===== config.mk =====
export PLATFORM = sky130hd
export DESIGN_NAME = fsk_demod
export DESIGN_NICKNAME = d
export VERILOG_FILES = /design/src/rtl/fsk_demod.sv
export SDC_FILE = /design/constraint.sdc
export NUM_CORES = 1
export LEC_CHECK = 0
export CORE_ASPECT_RATIO = 0.9
export CORE_UTILIZATION = 40
export CTS_CLUSTER_SIZE = 25
export DETAILED_ROUTE_END_ITERATION = 12
export GPL_TIMING_DRIVEN = 0
export PLACE_DENSITY = 0.54
export SYNTH_ARGS = -nofsm -noshare
export SYNTH_HDL_FRONTEND = slang
export SYNTH_SLANG_ARGS = --single-unit
export TNS_END_PERCENT = 50

===== constraint.sdc =====
create_clock -name clk -period 5 [get_ports clk]
set_input_delay 1 -clock clk [delete_from_list [all_inputs] [get_ports clk]]
set_output_delay 1 -clock clk [all_outputs]
set_load 0.05 [all_outputs]

===== src/rtl/fsk_demod.sv =====
// -----------------------------------------------------------------------------
// fsk_demod
//
// Receive-side FSK demodulator. It recovers serial data from a 1-bit
// square-wave FSK line. Each half-period is measured from one edge to the
// next and classed as mark (1) or space (0). Once enough consecutive good
// half-periods have been seen, the carrier counts as locked. While locked,
// each bit window integrates the valid half-period lengths per class. The
// bit is decided at window end.
//
// Ports:
//   clk        - system clock, rising edge
//   reset      - asynchronous, active-high reset
//   fsk_in     - asynchronous FSK square wave from the line
//   bit_out    - last recovered data bit, held between strobes
//   bit_valid  - one-cycle strobe: bit_out carries a new decision this cycle
//   carrier_ok - high while locked to the carrier
//   err        - one-cycle pulse: bad half-period or carrier timeout while locked
// -----------------------------------------------------------------------------
module fsk_demod #(
    parameter int unsigned MARK_HALF  = 4,
    parameter int unsigned SPACE_HALF = 8,
    parameter int unsigned TOL        = 1,
    parameter int unsigned BIT_CYCLES = 32,
    parameter int unsigned LOCK_N     = 3,
    parameter int unsigned CNT_W      = 8
) (
    input  logic clk,
    input  logic reset,
    input  logic fsk_in,
    output logic bit_out,
    output logic bit_valid,
    output logic carrier_ok,
    output logic err
);

    localparam int unsigned ACC_W   = $clog2(2 * BIT_CYCLES) + 1;
    localparam int unsigned WIN_W   = (BIT_CYCLES > 1) ? $clog2(BIT_CYCLES) : 1;
    localparam int unsigned VCNT_W  = (LOCK_N > 1) ? $clog2(LOCK_N + 1) : 1;
    localparam int unsigned SUM_W   = ((ACC_W > CNT_W) ? ACC_W : CNT_W) + 1;
    localparam int unsigned TIMEOUT = 2 * SPACE_HALF + TOL + 1;

    localparam logic [ACC_W-1:0]  ACC_MAX  = '1;
    localparam logic [CNT_W-1:0]  CNT_MAX  = '1;
    localparam logic [WIN_W-1:0]  WIN_LAST = WIN_W'(BIT_CYCLES - 1);
    localparam logic [VCNT_W-1:0] VCNT_TOP = VCNT_W'(LOCK_N - 1);

    localparam logic [CNT_W-1:0] MARK_LO  = CNT_W'(MARK_HALF - TOL);
    localparam logic [CNT_W-1:0] MARK_HI  = CNT_W'(MARK_HALF + TOL);
    localparam logic [CNT_W-1:0] SPACE_LO = CNT_W'(SPACE_HALF - TOL);
    localparam logic [CNT_W-1:0] SPACE_HI = CNT_W'(SPACE_HALF + TOL);

    typedef enum logic {
        StSearch,
        StLocked
    } state_e;

    // Synchronizer and edge detect
    logic s1_q, s2_q, s3_q;
    logic edge_det;

    // Interval measurement
    logic [CNT_W-1:0] int_cnt_q, int_cnt_d;
    logic             seen_q, seen_d;

    // Control and integrators
    state_e            state_q, state_d;
    logic [VCNT_W-1:0] vcnt_q, vcnt_d;
    logic [WIN_W-1:0]  win_q, win_d;
    logic [ACC_W-1:0]  mark_acc_q, mark_acc_d;
    logic [ACC_W-1:0]  space_acc_q, space_acc_d;
    logic              last_class_q, last_class_d;
    logic              bit_out_q, bit_out_d;

    logic [CNT_W-1:0] len;
    logic             is_mark, is_space, valid_edge, timeout, decision;
    logic [WIN_W-1:0] win_realign;

    // Saturating accumulate of a half-period length.
    function automatic logic [ACC_W-1:0] sat_add(input logic [ACC_W-1:0] acc,
                                                 input logic [CNT_W-1:0] val);
        logic [SUM_W-1:0] sum;
        sum = SUM_W'(acc) + SUM_W'(val);
        if (sum > SUM_W'(ACC_MAX)) begin
            return ACC_MAX;
        end
        return ACC_W'(sum);
    endfunction

    assign edge_det = s2_q ^ s3_q;
    assign len      = int_cnt_q;

    assign is_mark  = (len >= MARK_LO) && (len <= MARK_HI);
    assign is_space = (len >= SPACE_LO) && (len <= SPACE_HI);
    // The first edge after reset measures from an arbitrary point, so it is
    // never valid.
    assign valid_edge = edge_det && seen_q && (is_mark || is_space);
    assign timeout    = !edge_det && (32'(int_cnt_q) == TIMEOUT);

    assign win_realign = (32'(len) >= BIT_CYCLES - 1) ? WIN_LAST : WIN_W'(len);
    // A tie decides 0.
    assign decision    = mark_acc_q > space_acc_q;

    assign carrier_ok = (state_q == StLocked);
    assign bit_valid  = carrier_ok && (win_q == WIN_LAST);
    // Present the fresh decision during the strobe, then hold it.
    assign bit_out    = bit_valid ? decision : bit_out_q;

    always_comb begin
        int_cnt_d    = int_cnt_q;
        seen_d       = seen_q | edge_det;
        state_d      = state_q;
        vcnt_d       = vcnt_q;
        win_d        = win_q;
        mark_acc_d   = mark_acc_q;
        space_acc_d  = space_acc_q;
        last_class_d = last_class_q;
        bit_out_d    = bit_out_q;
        err          = 1'b0;

        if (edge_det) begin
            int_cnt_d = CNT_W'(1);
        end else if (int_cnt_q != CNT_MAX) begin
            int_cnt_d = int_cnt_q + CNT_W'(1);
        end

        unique case (state_q)
            StSearch: begin
                if (edge_det) begin
                    if (valid_edge) begin
                        if (vcnt_q == VCNT_TOP) begin
                            state_d      = StLocked;
                            vcnt_d       = '0;
                            win_d        = '0;
                            mark_acc_d   = '0;
                            space_acc_d  = '0;
                            last_class_d = is_mark;
                        end else begin
                            vcnt_d = vcnt_q + VCNT_W'(1);
                        end
                    end else begin
                        vcnt_d = '0;
                    end
                end
            end

            StLocked: begin
                win_d = (win_q == WIN_LAST) ? '0 : win_q + WIN_W'(1);

                // Window end decides from what was integrated before this
                // cycle. Any edge in the same cycle belongs to the next window.
                if (bit_valid) begin
                    bit_out_d   = decision;
                    mark_acc_d  = '0;
                    space_acc_d = '0;
                end

                if ((edge_det && !valid_edge) || timeout) begin
                    err     = 1'b1;
                    state_d = StSearch;
                    vcnt_d  = '0;
                end else if (valid_edge) begin
                    if (is_mark != last_class_q) begin
                        // A class change marks a bit boundary at the previous
                        // edge. Restart the window as if it began there.
                        win_d        = win_realign;
                        last_class_d = is_mark;
                        if (is_mark) begin
                            mark_acc_d  = sat_add('0, len);
                            space_acc_d = '0;
                        end else begin
                            mark_acc_d  = '0;
                            space_acc_d = sat_add('0, len);
                        end
                    end else if (is_mark) begin
                        mark_acc_d = sat_add(mark_acc_d, len);
                    end else begin
                        space_acc_d = sat_add(space_acc_d, len);
                    end
                end
            end

            default: begin
                state_d = StSearch;
            end
        endcase
    end

    always_ff @(posedge clk or posedge reset) begin
        if (reset) begin
            s1_q         <= 1'b0;
            s2_q         <= 1'b0;
            s3_q         <= 1'b0;
            int_cnt_q    <= '0;
            seen_q       <= 1'b0;
            state_q      <= StSearch;
            vcnt_q       <= '0;
            win_q        <= '0;
            mark_acc_q   <= '0;
            space_acc_q  <= '0;
            last_class_q <= 1'b0;
            bit_out_q    <= 1'b0;
        end else begin
            s1_q         <= fsk_in;
            s2_q         <= s1_q;
            s3_q         <= s2_q;
            int_cnt_q    <= int_cnt_d;
            seen_q       <= seen_d;
            state_q      <= state_d;
            vcnt_q       <= vcnt_d;
            win_q        <= win_d;
            mark_acc_q   <= mark_acc_d;
            space_acc_q  <= space_acc_d;
            last_class_q <= last_class_d;
            bit_out_q    <= bit_out_d;
        end
    end

endmodule

Word level (Yosys, flattened, before mapping)
Index checks and enable logic that the tools add are counted.
{"block": "totals", "word_cells": 136, "rom_bits": 0, "ram_bits": 0, "regBits": 36, "out_inout_bits": 4, "latch_bits": 0, "mem_count": 0, "inputBits": 3}
{"block": "op_classes", "n_mux": 80, "div_mod_pow": 0, "n_lt_le_gt_ge": 9, "bitwise_logic": 3, "n_eq_ne": 12, "addsub": 5, "shifts": 0, "n_reduce_logical": 15, "n_mul": 0}
{"op": "2-to-1 mux 7 bit", "n": 24}
{"op": "2-to-1 mux 5 bit", "n": 8}
{"op": "2-to-1 mux 1 bit", "n": 36}
{"op": "one-hot mux 7 bit (2 select lines)", "n": 2}
{"op": "adder 7 x 8 -> 9 bit", "n": 2}
{"op": "> comparator 9 x 7 -> 1 bit, second input constant", "n": 2}
{"op": "2-to-1 mux 8 bit", "n": 2}
{"op": "one-hot mux 5 bit (2 select lines)", "n": 1}
{"op": "adder 8 x 1 -> 8 bit, second input constant", "n": 1}
{"op": "== test 8 x 5 -> 1 bit, second input constant", "n": 1}
{"op": "greater-or-equal comparator 8 x 2 -> 1 bit, second input constant", "n": 1}
{"op": "greater-or-equal comparator 8 x 3 -> 1 bit, second input constant", "n": 1}
{"op": "greater-or-equal comparator 8 x 5 -> 1 bit, second input constant", "n": 1}
{"op": "> comparator 8 x 7 -> 1 bit, second input constant", "n": 1}
{"op": "<= comparator 8 x 3 -> 1 bit, second input constant", "n": 1}
{"op": "<= comparator 8 x 4 -> 1 bit, second input constant", "n": 1}
{"op": "2-to-1 mux 2 bit", "n": 4}
{"op": "inequality test 2 bit, second input constant", "n": 4}
{"op": "inequality test 8 bit, second input constant", "n": 1}
{"op": "> comparator 7 bit", "n": 1}
{"op": "logical AND 1 bit", "n": 7}
{"op": "inequality test 2 x 1 -> 1 bit, second input constant", "n": 3}
{"op": "AND reduction 6 bit", "n": 1}
{"op": "adder 5 x 1 -> 5 bit, second input constant", "n": 1}
{"op": "14 further kinds", "n": 17}

Logic depth before layout (Yosys ltp)
{"block": "logic_depth", "depth_word": 18, "mapped_depth": 15, "depth_no_buf": 14}

Worst setup path after synthesis
Ideal clock, no wire load.
{"block": "synth_path", "path_kind": "reg2reg", "startpoint": "register win_q[0]", "endpoint": "register space_acc_q[5]", "synth_period_minus_slack_ns": 4.054, "n_path_buf": 2, "path_stages_with_launch": 16, "arrival_time_ns": 3.907, "setup_ns": 0.147, "setup_slack_ns": 0.946, "required_ns": 4.853, "path_cell_list": "dfrtp_1 -> ha_1 -> and3_1 -> ha_1 -> nand2_1 -> inv_1 -> buf_1 -> nor2_1 -> ha_1 -> a21o_1 -> o21a_1 -> and4_1 -> or4_1 -> clkbuf_1 -> a221oi_1 -> o22ai_1"}
{"block": "synth_via", "elab_chain_len": 18}
{"element": "start: declaration", "line_no": "69", "rtl": "logic [WIN_W-1:0] win_q, win_d;"}
{"element": "start signal: assignment", "line_no": "211", "rtl": "win_q <= win_d;"}
{"element": "== test 5 bit (*)", "line_no": "105", "rtl": "assign bit_valid = carrier_ok && (win_q == WIN_LAST);"}
{"element": "logical AND 1 bit (*)", "line_no": "105"}
{"element": "net bit_valid", "line_no": "32", "rtl": "output logic bit_valid,"}
{"element": "2-to-1 mux 7 bit (*)", "line_no": "152", "rtl": "if (bit_valid) begin"}
{"element": "2-to-1 mux 7 bit (*)", "line_no": "127", "rtl": "unique case (state_q)"}
{"element": "adder 7 x 8 -> 9 bit", "line_no": "83", "rtl": "sum = SUM_W'(acc) + SUM_W'(val);"}
{"element": "> comparator 9 x 7 -> 1 bit", "line_no": "84", "rtl": "if (sum > SUM_W'(ACC_MAX)) begin"}
{"element": "2-to-1 mux 1 bit", "line_no": "84"}
{"element": "[... 3 more ...]"}
{"element": "2-to-1 mux 1 bit", "line_no": "158", "rtl": "if ((edge_det && !valid_edge) || timeout) begin"}
{"element": "2-to-1 mux 1 bit", "line_no": "127"}
{"element": "2-to-1 mux 7 bit", "line_no": "87", "rtl": "return ACC_W'(sum);"}
{"element": "2-to-1 mux 7 bit", "line_no": "175", "rtl": "end else if (is_mark) begin"}
{"element": "2-to-1 mux 7 bit", "line_no": "163", "rtl": "if (is_mark != last_class_q) begin"}
{"element": "2-to-1 mux 7 bit", "line_no": "162", "rtl": "end else if (valid_edge) begin"}
{"element": "2-to-1 mux 7 bit (*)", "line_no": "158"}
{"element": "one-hot mux 7 bit (2 select lines) (*)", "line_no": "127"}
{"element": "end signal: assignment", "line_no": "213", "rtl": "space_acc_q <= space_acc_d;"}
{"element": "end: declaration", "line_no": "71", "rtl": "logic [ACC_W-1:0] space_acc_q, space_acc_d;"}
Mark *: on every way through the listed nets, which the timed path passes. The rest lies on a longest branch. The select of a mux whose other input is x is not followed.
A chain may end at the register's enable or synchronous reset.

Worst setup path after layout
{"block": "layout_path", "startpoint": "register int_cnt_q[1]", "endpoint": "output err"}
{"block": "layout_via", "elab_chain_len": 9, "word_cells_on_any_way": 15, "cone_classes": "order compare (4); eq/ne (1); mux (2); reduce/logical (8)"}
{"element": "start: declaration", "line_no": "63", "rtl": "logic [CNT_W-1:0] int_cnt_q, int_cnt_d;"}
{"element": "start signal: assignment", "line_no": "207", "rtl": "int_cnt_q <= int_cnt_d;"}
{"element": "greater-or-equal comparator 8 x 2 -> 1 bit (tied with other cells)", "line_no": "93", "rtl": "assign is_mark = (len >= MARK_LO) && (len <= MARK_HI);"}
{"element": "logical AND 1 bit, on equally long branches", "line_no": "93, 94"}
{"element": "logical OR 1 bit", "line_no": "97", "rtl": "assign valid_edge = edge_det && seen_q && (is_mark || is_space);"}
{"element": "logical AND 1 bit", "line_no": "97"}
{"element": "logical NOT 1 bit", "line_no": "158"}
{"element": "logical AND 1 bit", "line_no": "158"}
{"element": "logical OR 1 bit (*)", "line_no": "158"}
{"element": "2-to-1 mux 1 bit (*)", "line_no": "158"}
{"element": "2-to-1 mux 1 bit (*)", "line_no": "127"}
{"element": "end: declaration", "line_no": "34", "rtl": "output logic err"}
Every way passes the cells marked *; elsewhere a longest branch is shown, timed or not.

==> run metrics <==
status complete, no violations; Worst Hold Class reg2reg; Setup Viol. Count Final 0; Final period util 94.3%; post-DR wirelength/cell 18.3 µm; CTS Buffer Depth 2; Ys Warns 0; Crit Path Category reg2out; Internal Pwr Total 0.647 mW; Root Buffer clkbuf_8; sequential power share 33.5%; hold path endpoint s2_q; chip height 85 µm; Post-CTS Repair Setup Buffers 0; vias in the first global route 2,803; WHS Path Cells 0; Mean Syn Cell Area 8.08 µm²; worst endpoint required time 4.00 ns; Via density 5.89; cell accounting for the most synthesized area dfrtp_1; clock network fraction of design power 23.5%; number of fill cells in the layout 722; DP HPWL 6.62 mm; drt initial violations 255; Worst Tran Pin Value 1.34 ns; Placer Congestion 0.912; first-pass GRT wire length 15.0 mm; area growth from synthesis to layout 9.40%; Power Density 327 mW/mm²; R2R depth 15; fin. max-slew vios 0; CTS tree yes; CORE AREA 0.00722 mm²; Starting Density 42.4%; Fin. Hold Viols 0; register area share after synthesis 29.4%; Switching Fraction 41.0%; fin crit period 4.72 ns; Num CTS Buffers 5; Cell variety after synth 62; DR DRC count 0; Post-synth top flop dfrtp_1; skew final 0.00795 ns; Arrival @ worst endpoint 3.72 ns; Netlist Area Pre-Place 0.00306 mm²; worst setup margin 0.284 ns; vias 2,863; DP Worst Slack 0.379 ns; RR Startpoint win_q[0]; Switching Power 0.449 mW; initial antenna violation count 0; Startpoint Class flip-flop; Final ANT Viol Nets 0; largest cells by area after synthesis dfrtp_1 29%, ha_1 7.8%, nand2_1 5.3%, o21ai_0 4.4%, nor2_1 3.4%; drt pass-1 iters 5; nets 416; largest net degree at the start of global routing 37; Hold Startpoint s1_q; htree depth 2; EDFF count, synth 0; Lkg Pwr 1.46 nW; Max Cap Violations 0; CTS Sinks 36; crit end category primary output; Skew-Pair Late Insertion Delay 0.29 ns; Ant. Diodes 0; Reg clk slew, reported paths 0.08 ns; io pins 7; maximum fanout along the worst path 10; CTS Hold Bufs 0; Max transition margin 9.74%; number of synthesized register bits 36; Syn Inst Count 379; Die Wd 94.2 µm; setup repair after global routing missed its margin false; register area 901 µm²; syn_nets 403; Async SR Flop Fraction 100%; Peak Freq 0.212 GHz; Setup TNS 0 ns; logic gate share of total power 43.0%; global-route usage over all layers 24.4%; Synth top area share 29.4%; gr ovfl total 0; DRT Wirelength 8.91 mm; Rows 29; DIE AREA 0.00801 mm²; maximum vdd drop 0.144 mV; I/O Buffers 6; share of layout cells above drive strength 1 5.09%; area of the multi-input gates 0.00199 mm²; FF-to-FF End space_acc_q[5]; r2r setup slk 0.66 ns
## Yosys cell counts (4+ instances only)
master,number
a211oi_1,13
a21boi_0,6
a21o_1,8
a21oi_1,18
a31oi_1,10
and2_1,6
and3_1,5
clkbuf_1,16
dfrtp_1,36
ha_1,19
inv_1,21
mux2i_1,4
nand2_1,43
nand3_1,8
nor2_1,28
nor3_1,8
o211ai_1,4
o21ai_0,27
o221ai_1,4
o22ai_1,8
o31ai_1,8
xnor2_1,11
xor2_1,7
## how the worst max path moves through the flow
stage | from | end | slack, ns | cells past startpoint
detailed placement | int_cnt_q[1] | err | 0.38 | 9
global placement | int_cnt_q[1] | err | 0.44 | 9
CTS | int_cnt_q[1] | err | 0.03 | 9
floorplan | win_q[0] | space_acc_q[5] | 0.95 | 15
finish | int_cnt_q[1] | err | 0.28 | 9
global route | int_cnt_q[1] | err | 0.06 | 9
## layout by cell type (no fill, tap or decap), drive strengths merged, types with 6 or more instances in the layout
cell type	instances
clkdlybuf4s50	6
a211oi	13
dfrtp	36
inv	21
xor2	7
buf	6
a21oi	18
clkbuf	22
a21o	8
xnor2	11
nor2	28
o21ai	28
nand3	8
and2	6
o22ai	8
ha	19
a21boi	6
nand2	43
o31ai	8
a31oi	10
nor3	10
## per-stage QoR
| stage | cell area [µm²] | util, % | std cells | power, mW | hold slack (ns) |
|---|---|---|---|---|---|
| final | 3350 | 46.4 | 486 | 1.10 | 0.361 |
| after global routing | 3350 | 46.4 | 486 | 1.18 | 0.367 |
| after CTS | 3350 | 46.3 | 486 | 1.10 | 0.367 |
| after detailed placement | 3240 | 44.8 | 478 | 0.839 | 0.343 |
| after global placement | 3240 | 44.8 | 478 | 0.831 | 0.348 |
| after floorplan | 3060 | - | 379 | 0.711 | 0.331 |
## power by group through the flow
stage / Combinational [mW] / Sequential, mW / Clock (mW)
final: 0.471 / 0.367 / 0.258
after detailed placement: 0.467 / 0.372 / 0
after floorplan: 0.352 / 0.358 / 0
after CTS: 0.468 / 0.366 / 0.266
after global routing: 0.529 / 0.372 / 0.279
after global placement: 0.460 / 0.372 / 0
## what timing repair did
item | in CTS | in global routing
gates resized for setup | 0 | 1
setup endpoints to repair | 0 | 1
endpoints found under the hold margin | 0 | 0
## flip-flops by register name, summed over array words and instances, names as in the netlist
signal and cells:
int_cnt_q 8, mark_acc_q 7, space_acc_q 7, win_q 5
vcnt_q 2, bit_out_q 1, carrier_ok 1, last_class_q 1
s1_q 1, s2_q 1, s3_q 1, seen_q 1
## final cells by class
type | instances | area share [%]
multi-input cells | 300 | 59.5
flip-flops and latches | 36 | 26.9
well taps | 93 | 3.47
plain buffers | 22 | 2.80
inverters | 21 | 2.35
clock buffers | 6 | 2.17
repair buffers | 6 | 1.79
clock inverters | 2 | 1.05
## critical path, stage by stage (launching register included)
cell and delay [ns]:
dfrtp_1 0.70, inv_1 0.21, ha_1 0.26, nor3b_1 0.36
nor3_2 0.13, a21oi_2 0.32, nor2_1 0.17, a21oi_1 0.29
and2_1 0.18, clkdlybuf4s50_1 0.79
## logic make-up after synthesis
family / share of synthesized area (%)
AO/OA/AOI/OAI: 28.8
XOR/XNOR: 5.15
adder cells (fa/ha/maj): 9.40
buffers and inverters: 5.64
flip-flops: 29.4
multiplexers: 1.31
AND/OR/NAND/NOR: 20.3
## per-layer routing
| layer | global-route usage [%] | routed length [µm] | up-vias |
|---|---|---|---|
| met4 | 4.48 | 47 | 0 |
| met1 | 35.2 | 4340 | 1364 |
| met5 | 0 | 0 | - |
| li1 | - | - | 1422 |
| met2 | 38.5 | 4070 | 71 |
| met3 | 3.76 | 452 | 6 |
Power figures use the tool's default switching activity.
